File: src/rtl/mesh_edge_ni.sv
// mesh_edge_ni: host-to-mesh edge network interface with TX/RX first-word fall-through FIFOs.
module mesh_edge_ni_fifo #(
    parameter int W     = 40,
    parameter int DEPTH = 4
) (
    input  logic         clk,
    input  logic         rst,
    input  logic         push,
    input  logic [W-1:0] din,
    input  logic         pop,
    output logic [W-1:0] dout,
    output logic         full,
    output logic         empty
);
    localparam int AW = $clog2(DEPTH);
    logic [W-1:0] mem [DEPTH];
    logic [AW:0]  wp, rp;
    assign empty = wp == rp;
    assign full  = (wp[AW] != rp[AW]) && (wp[AW-1:0] == rp[AW-1:0]);
    assign dout  = mem[rp[AW-1:0]];
    always_ff @(posedge clk) begin
        if (rst) begin
            wp <= '0;
            rp <= '0;
        end else begin
            if (push) wp <= wp + 1'b1;
            if (pop) rp <= rp + 1'b1;
        end
    end
    always_ff @(posedge clk) begin
        if (push) mem[wp[AW-1:0]] <= din;
    end
endmodule

module mesh_edge_ni #(
    parameter int DATA_WIDTH  = 32,
    parameter int COORD_WIDTH = 4,
    parameter int X_EDGE      = 3,
    parameter int Y_EDGE      = 3,
    parameter int FIFO_DEPTH  = 4,
    parameter int FLIT_W      = 2*COORD_WIDTH+DATA_WIDTH
) (
    input  logic                   clk,
    input  logic                   rst,
    input  logic                   tx_valid,
    output logic                   tx_ready,
    input  logic [COORD_WIDTH-1:0] tx_dst_x,
    input  logic [COORD_WIDTH-1:0] tx_dst_y,
    input  logic [DATA_WIDTH-1:0]  tx_data,
    output logic                   tx_err,
    output logic                   out_valid,
    input  logic                   out_ready,
    output logic [FLIT_W-1:0]      out_flit,
    input  logic                   in_valid,
    output logic                   in_ready,
    input  logic [FLIT_W-1:0]      in_flit,
    output logic                   rx_valid,
    input  logic                   rx_ready,
    output logic [DATA_WIDTH-1:0]  rx_data,
    output logic [7:0]             drop_count,
    output logic [15:0]            tx_count,
    output logic [15:0]            rx_count
);
    logic tx_full, tx_empty, rx_full, rx_empty;
    logic legal, tx_acc, tx_push, tx_pop, drop, rx_push, rx_pop;
    logic unused_dst;
    assign legal = (tx_dst_x != '0) && (tx_dst_x <= COORD_WIDTH'(X_EDGE)) &&
                   (tx_dst_y != '0) && (tx_dst_y <= COORD_WIDTH'(Y_EDGE));
    assign tx_ready  = !tx_full;
    assign tx_acc    = tx_valid && tx_ready;
    assign tx_push   = tx_acc && legal;
    assign drop      = tx_acc && !legal;
    assign out_valid = !tx_empty;
    assign tx_pop    = out_valid && out_ready;
    assign in_ready  = !rx_full;
    assign rx_push   = in_valid && in_ready;
    assign rx_valid  = !rx_empty;
    assign rx_pop    = rx_valid && rx_ready;
    // Only the payload is kept on the RX side; destination fields are ignored.
    assign unused_dst = ^in_flit[FLIT_W-1:DATA_WIDTH];

    mesh_edge_ni_fifo #(.W(FLIT_W), .DEPTH(FIFO_DEPTH)) u_tx (
        .clk(clk), .rst(rst), .push(tx_push), .din({tx_dst_x, tx_dst_y, tx_data}),
        .pop(tx_pop), .dout(out_flit), .full(tx_full), .empty(tx_empty)
    );

    mesh_edge_ni_fifo #(.W(DATA_WIDTH), .DEPTH(FIFO_DEPTH)) u_rx (
        .clk(clk), .rst(rst), .push(rx_push), .din(in_flit[DATA_WIDTH-1:0]),
        .pop(rx_pop), .dout(rx_data), .full(rx_full), .empty(rx_empty)
    );

    always_ff @(posedge clk) begin
        if (rst) begin
            tx_err     <= 1'b0;
            drop_count <= '0;
            tx_count   <= '0;
            rx_count   <= '0;
        end else begin
            tx_err <= drop;
            if (drop && drop_count != 8'hFF) drop_count <= drop_count + 1'b1;
            if (tx_pop) tx_count <= tx_count + 1'b1;
            if (rx_pop) rx_count <= rx_count + 1'b1;
        end
    end
endmodule

File: config.mk
export PLATFORM = sky130hd
export DESIGN_NAME = mesh_edge_ni
export DESIGN_NICKNAME = d
export VERILOG_FILES = /design/src/rtl/mesh_edge_ni.sv
export SDC_FILE = /design/constraint.sdc
export NUM_CORES = 1
export LEC_CHECK = 0
export BUFFER_PORTS_ARGS = -buffer_cell sky130_fd_sc_hd__buf_4
export CORE_MARGIN = 8
export CORE_UTILIZATION = 56
export DETAILED_ROUTE_END_ITERATION = 10
export GPL_TIMING_DRIVEN = 0
export PLACE_DENSITY = 0.79
export SETUP_SLACK_MARGIN = 0.02
export SYNTH_ARGS = -nofsm -noshare
export SYNTH_HDL_FRONTEND = slang
export SYNTH_SLANG_ARGS = --single-unit
File: constraint.sdc
create_clock -name clk -period 3.2 [get_ports clk]
set_input_delay 0.48 -clock clk [delete_from_list [all_inputs] [get_ports clk]]
set_output_delay 0.48 -clock clk [all_outputs]
set_load 0.02 [all_outputs]
==> results.json, run 1 <==
{
  "grtUsageTotal_pct": 18.4,
  "status": "finished clean",
  "synth_top_family_by_area": "multiplexers",
  "synthFlopType": "edfxtp_1",
  "drt_pass1_iterations": 5,
  "use_met3_pct": 4.19,
  "tritoncts": "yes",
  "p_leak_nw": 5.51,
  "multi_input_area_sq_mm": 0.00313,
  "p_total_mw": 9.76,
  "grt_max_degree": 35,
  "cpLargestDelayFamily": "buffers and inverters",
  "critPathCaptureType": "output port",
  "clock.fmax_ghz": 0.362,
  "finalSetupViolations": 0,
  "regArea_sq_mm": 0.00979,
  "post_cts_buffers": 0,
  "die-area_sq_mm": 0.0284,
  "dp.cells": 1198,
  "antenna_found_initial": 1,
  "synth-edff-count": 288,
  "postRouteAntennaNets": 0,
  "async_reset_ff_share_pct": 0,
  "hold_path_depth": 1,
  "fin_nets": 1015,
  "worstMarginPinSlew_ns": 0.906,
  "grt_pass1_vias": 7307,
  "dpl-instance-area_sq_mm": 0.0150,
  "startpoint_type": "register",
  "cp.arrival_ns": 2.28,
  "finalCritPeriodShare_pct": 86.3,
  "rows": 56,
  "cts-root-buf": "clkbuf_16",
  "synth_area_sq_mm": 0.0131,
  "start_util_pct": 56.3,
  "cap_violations": 0,
  "utilization_pct": 69.1,
  "use_met1_pct": 23.9,
  "pre_cts_ws_ns": 0.596,
  "reg2regPathDepth": 5,
  "worst-r2r-setup-slack_ns": 0.78,
  "finClkSkew_ns": 0.00959,
  "grt_overflow_total": 0,
  "slowest_delay_ns": 0.58,
  "synth_seq_cells": 345,
  "cp_slowest_cell": "mux4_2",
  "powerDensity_mw_per_mm2": 609,
  "synth.distinct_cells": 39,
  "clock-sinks": 345,
  "num_vias": 6896,
  "synth.avg_cell_area_sq_um": 19.1,
  "die_y_um": 169,
  "ir_drop_mv": 0.377,
  "fin_area_sq_mm": 0.0160,
  "setup_slack_ns": 0.437,
  "cp.required_ns": 2.72,
  "gr-usage-met2_pct": 31.1,
  "drt-initial-drc-count": 464,
  "top_usage_layer": "met2",
  "num_antenna_cells": 0,
  "slew_headroom_pct": 39.6,
  "worst-path-buf-inv": 3,
  "hold_path_class": "input port to register",
  "hold_slack_ns": 0.170,
  "yosys.area_share.simple_pct": 5.15,
  "yosys_warnings": 0,
  "crit_chain": "clkbuf_1 -> buf_2 -> mux4_2 -> buf_4",
  "fin_cells": 1259,
  "areaGrowthSynthToFinish_pct": 22.8,
  "cts_resized": 0,
  "gp_congestion": 0.775,
  "clkLatencyLatePin_ns": 0.51,
  "vias_per_cell": 5.48,
  "drv_slew": 0,
  "crit_type": "register to output port",
  "final_layout_size_suffix_gt1_share_pct": 35.6,
  "synth-compound-area-share_pct": 1.65,
  "core_sq_mm": 0.0232,
  "wl_um": 26300,
  "htree_levels": 2,
  "dp_hpwl_um": 17300,
  "critPathMaxFanout": 10,
  "fillers": 1520,
  "muxShareOfSynthArea_pct": 12.7,
  "seq_area_frac_synth_pct": 75.0,
  "ios": 203,
  "wl_per_cell_um": 20.9,
  "final-hold-violation-count": 0,
  "ctsHoldBuffers": 0,
  "syn_nets": 781,
  "grt_first_pass_wirelength_um": 40900,
  "drc": 0,
  "synth_fa_ha_area_share_pct": 1.25,
  "cts_buffer_depth": 3,
  "io_buffer_count": 193,
  "fin_setup_tns_ns": 0,
  "path_depth": 4,
  "rsz0062_at_grt": "no",
  "cts_made_buffers": 35,
  "synth_xor_area_share_pct": 3.21,
  "clkTransAtPathRegs_ns": 0.06,
  "period_needed_ns": 2.76,
  "die_x_um": 169,
  "syn_inst": 682
}
[state kept, by name, summed over array words and instances, names as in the netlist, named ones only]
signal,count
u_tx.mem,160
u_tx.wp,3
u_rx.mem,128
tx_err,1
u_rx.rp,3
tx_count,16
drop_count,8
u_rx.wp,3
rx_count,16
u_tx.rp,3
[metal layers]
layer / share of wire (%) / up-vias
met4: 1.6 / 2
li1: - / 3176
met1: 42 / 3488
met2: 50 / 198
met3: 5.9 / 32
met5: 0.049 / -
[final cells by class]
cell class | instances | area share (%)
plain buffers | 25 | 0.695
multi-input cells | 304 | 19.5
clock buffers | 49 | 6.05
flip-flops and latches | 345 | 61.1
repair buffers | 197 | 9.54
clock inverters | 12 | 0.390
inverters | 8 | 0.187
well taps | 319 | 2.49
[power breakdown]
part | leakage, nW | switching, mW | total [mW] | internal, mW
logic | 1.93 | 0.559 | 1.04 | 0.479
clock network | 0.503 | 1.58 | 3.70 | 2.12
registers | 3.07 | 0.0455 | 5.02 | 4.98
total | 5.51 | 2.18 | 9.76 | 7.57
[path summary, 6_finish.rpt]
path / to / from
max: rx_data[16] / register
min: u_tx.mem[2][21]$_DFFE_PP_ / tx_data[21]
max reg2reg: u_tx.mem[0][13]$_DFFE_PP_ / u_tx.wp[1]$_SDFFE_PP0P_
min reg2reg: rx_count[1]$_SDFFE_PP0P_ / rx_count[1]$_SDFFE_PP0P_
[cell usage in the layout, fill, tap and decap left out, drive strengths merged, types with 2 or more instances in the layout]
master	netlist	routed
a21oi	12	12
and2	7	7
and3	7	7
and4	5	5
buf	12	209
clkbuf	13	62
clkinv	0	9
dfxtp	57	57
edfxtp	288	288
ha	13	13
inv	8	11
mux2i	3	3
mux4	72	72
nand2	22	22
nand3	11	11
nand4	8	8
nor2	53	53
nor3	10	10
nor4	6	6
o21ai	7	7
o31a	3	3
o31ai	2	2
or3	7	7
xnor2	32	32
xor2	15	15
[synthesized netlist by cell type, drive strengths merged (5+ instances only)]
cell type  instances  area [sq um]
a21oi             12          60.1
and2               7          43.8
and3               7          43.8
and4               5          43.8
buf               12          62.6
clkbuf            13          48.8
dfxtp             57          1140
edfxtp           288          8650
ha                13           163
inv                8          30.0
mux4              72          1620
nand2             22          82.6
nand3             11          55.1
nand4              8          56.3
nor2              53           199
nor3              10          50.1
nor4               6          37.5
o21ai              7          35.0
or3                7          43.8
xnor2             32           280
xor2              15           139
[kinds of logic (layout without fill, tap and decap cells)]
logic type	count (synthesis)	in the layout
simple gates	138	138
mux	75	75
flops	345	345
xor+xnor	47	47
fa+ha+maj	13	13
compound gates	31	31
buf+inv	33	291
Power figures use the tool's default switching activity.
==> inputs of run 2 (changes only) <==
--- a/config.mk
+++ b/config.mk
@@ -5,12 +5,13 @@
 export SDC_FILE = /design/constraint.sdc
 export NUM_CORES = 1
 export LEC_CHECK = 0
+export ABC_AREA = 1
 export BUFFER_PORTS_ARGS = -buffer_cell sky130_fd_sc_hd__buf_4
 export CORE_MARGIN = 8
-export CORE_UTILIZATION = 56
+export CORE_UTILIZATION = 57
 export DETAILED_ROUTE_END_ITERATION = 10
 export GPL_TIMING_DRIVEN = 0
-export PLACE_DENSITY = 0.79
+export PLACE_DENSITY = 0.8
 export SETUP_SLACK_MARGIN = 0.02
 export SYNTH_ARGS = -nofsm -noshare
 export SYNTH_HDL_FRONTEND = slang
==> run 2 against run 1 <==
Effect of this change:
- area after synthesis up 5.3%
- register-to-register slack worse by 0.27 ns
- via count increased by 44%
- total power up 8.4%
- combinational power grew 85%
- sequential cell count unchanged
- wire length up 22%
- maximum frequency is 1.7% higher
- utilization grew 0.99 points
- setup slack improved by 0.046 ns
- sequential power is essentially flat
- global-route usage up 2.9 points
- largest cell class unchanged
==> results.json, run 2 <==
{
  "status": "finished clean",
  "grt_first_pass_wirelength_um": 49400,
  "dp_hpwl_um": 21000,
  "powerDensity_mw_per_mm2": 628,
  "cts_resized": 0,
  "crit_type": "register to output port",
  "rsz0062_at_grt": "no",
  "synth.top_cell.area_share_pct": 62.9,
  "critPathCaptureType": "output port",
  "cp.required_ns": 2.72,
  "hold_slack_ns": 0.162,
  "clkLatencyLatePin_ns": 0.51,
  "layout_common_cells": "edfxtp_1 (288), nor2_1 (222), buf_4 (193)",
  "num_vias": 9904,
  "drv_slew": 0,
  "critPathMaxFanout": 10,
  "postRouteAntennaNets": 0,
  "setup_slack_ns": 0.483,
  "final-hold-violation-count": 0,
  "timing.rr.end": "u_tx.mem[3][17]$_DFFE_PP_",
  "die_x_um": 171,
  "fin_nets": 1526,
  "grtUsageTotal_pct": 21.4,
  "antenna_found_initial": 0,
  "syn_nets": 1288,
  "grt_pass1_vias": 9712,
  "synth.avg_cell_area_sq_um": 11.6,
  "largest_register_ffs": 160,
  "final_layout_size_suffix_gt1_share_pct": 18.7,
  "ctsHoldBuffers": 0,
  "dpl-instance-area_sq_mm": 0.0158,
  "seq_area_frac_synth_pct": 71.2,
  "worst-r2r-setup-slack_ns": 0.51,
  "grt_max_degree": 27,
  "finClkSkew_ns": 0.0136,
  "die-area_sq_mm": 0.0293,
  "areaGrowthSynthToFinish_pct": 22.5,
  "core_sq_mm": 0.0240,
  "wl_um": 32000,
  "hold_path_depth": 1,
  "synth_area_sq_mm": 0.0137,
  "fin_setup_tns_ns": 0,
  "htree_levels": 2,
  "start_util_pct": 57.2,
  "synth.area.top_cells": "edfxtp_1 (63%), dfxtp_1 (8.3%), nor2_1 (6.3%)",
  "cap_violations": 0,
  "hold_start": "tx_data[4]",
  "startpoint_type": "register",
  "final_common_cell": "edfxtp_1",
  "p_leak_nw": 6.11,
  "syn_inst": 1189,
  "synth.distinct_cells": 26,
  "drc": 0,
  "period_needed_ns": 2.72,
  "cts-root-buf": "clkbuf_16",
  "grt_overflow_total": 0,
  "clock.fmax_ghz": 0.368,
  "fin_area_sq_mm": 0.0168,
  "yosys_warnings": 0,
  "synth-edff-count": 288,
  "clock-sinks": 345,
  "tritoncts": "yes",
  "post_cts_buffers": 0,
  "rows": 57,
  "cts_buffer_depth": 3,
  "top_usage_layer": "met2",
  "finalSetupViolations": 0,
  "cp.arrival_ns": 2.24,
  "synthFlopType": "edfxtp_1",
  "hold_path_class": "input port to register",
  "worstMarginPinSlew_ns": 0.867,
  "ir_drop_mv": 0.438,
  "wl_per_cell_um": 18.0,
  "die_y_um": 171,
  "use_met3_pct": 3.76,
  "drt-initial-drc-count": 819,
  "holdPathEnd": "u_tx.mem[0][4]$_DFFE_PP_",
  "io_buffer_count": 193,
  "post-synth-top-count-cell": "edfxtp_1",
  "vias_per_cell": 5.57,
  "synth_top_area_cell": "edfxtp_1",
  "async_reset_ff_share_pct": 0,
  "synth_commonest_cells": "edfxtp_1 (288), nor2_1 (230), o21ai_0 (159)",
  "finalCritPeriodShare_pct": 84.9,
  "ios": 203,
  "fillers": 1649,
  "slew_headroom_pct": 42.1,
  "p_total_mw": 10.6,
  "gp_congestion": 0.835,
  "pre_cts_ws_ns": 0.387,
  "synth_seq_cells": 345,
  "clkTransAtPathRegs_ns": 0.06,
  "drt_pass1_iterations": 5,
  "use_met1_pct": 27.4,
  "r2r_start": "u_tx.wp[0]$_SDFFE_PP0P_",
  "reg2regPathDepth": 7,
  "gr-usage-met2_pct": 36.3,
  "cts_made_buffers": 35
}
==> run 2: cell types whose count changed in the layout (fill, tap and decap cells not counted), sizes merged, moves of 8 or more <==
cell	change
nor3	-9
xnor2	-26
nor2	+177
mux4	-72
nand3	+8
o22ai	+72
o21ai	+153
inv	+51
nand2	+138
clkbuf	+30
a21oi	+24
==> run 2: layer usage <==
metal / up-vias / wire length [um]
li1: 4667 / -
met1: 4762 / 12900
met2: 419 / 16000
met3: 56 / 2400
met4: 0 / 655
met5: - / 0
==> run 2: through the flow <==
| step | cells | utilization, % |
|---|---|---|
| finish | 1777 | 70.1 |
| global route | 1776 | 70.1 |
| CTS | 1776 | 70.1 |
| detailed placement | 1714 | 65.9 |
| global placement | 1706 | 64.9 |
| floorplan | 1189 | - |
==> run 2: area by class of cell <==
| class | count | area, sq um | share of cell area (%) |
|---|---|---|---|
| antenna | 1 | 2.50 | 0.0149 |
| buffer | 56 | 259 | 1.54 |
| clock buffer | 47 | 921 | 5.47 |
| clock inverter | 15 | 80.1 | 0.475 |
| inverter | 61 | 229 | 1.36 |
| multi-input combinational | 727 | 3530 | 21.0 |
| sequential | 345 | 9790 | 58.1 |
| tap | 324 | 405 | 2.41 |
| timing repair buffer | 201 | 1620 | 9.64 |
==> run 2: power breakdown <==
part / total, mW / leakage [nW] / switching [mW] / internal [mW]
clock network: 3.61 / 0.486 / 1.59 / 2.03
registers: 5.04 / 3.08 / 0.0559 / 4.99
logic: 1.92 / 2.54 / 1.24 / 0.677
total: 10.6 / 6.11 / 2.88 / 7.69
==> run 2: cells by family after synthesis <==
kind of cell	count (synthesis)	share of synthesized area (%)
adder cells (fa/ha/maj)	13	1.18
XOR/XNOR	20	1.27
AO/OA/AOI/OAI	271	10.6
AND/OR/NAND/NOR	423	12.2
flip-flops	345	71.2
buffers and inverters	117	3.55
==> run 2: how the worst max path moves through the flow <==
stage / to / start / depth (start not counted)
after global placement: u_tx.mem[3][24]$_DFFE_PP_ / tx_dst_y[1] / 5
after CTS: u_tx.mem[3][17]$_DFFE_PP_ / u_tx.wp[0]$_SDFFE_PP0P_ / 7
after global routing: u_tx.mem[3][17]$_DFFE_PP_ / u_tx.wp[0]$_SDFFE_PP0P_ / 7
final: out_flit[7] / register / 6
after detailed placement: u_tx.mem[3][17]$_DFFE_PP_ / tx_dst_y[1] / 6
after floorplan: u_tx.mem[0][0]$_DFFE_PP_ / u_tx.wp[0]$_SDFFE_PP0P_ / 6
==> run 2: worst max-delay path: stages (launching register included) <==
cell      delay [ns]
dfxtp_1         0.30
buf_2           0.21
clkinv_1        0.25
clkbuf_1        0.30
o21ai_0         0.31
o22ai_1         0.16
buf_4           0.19
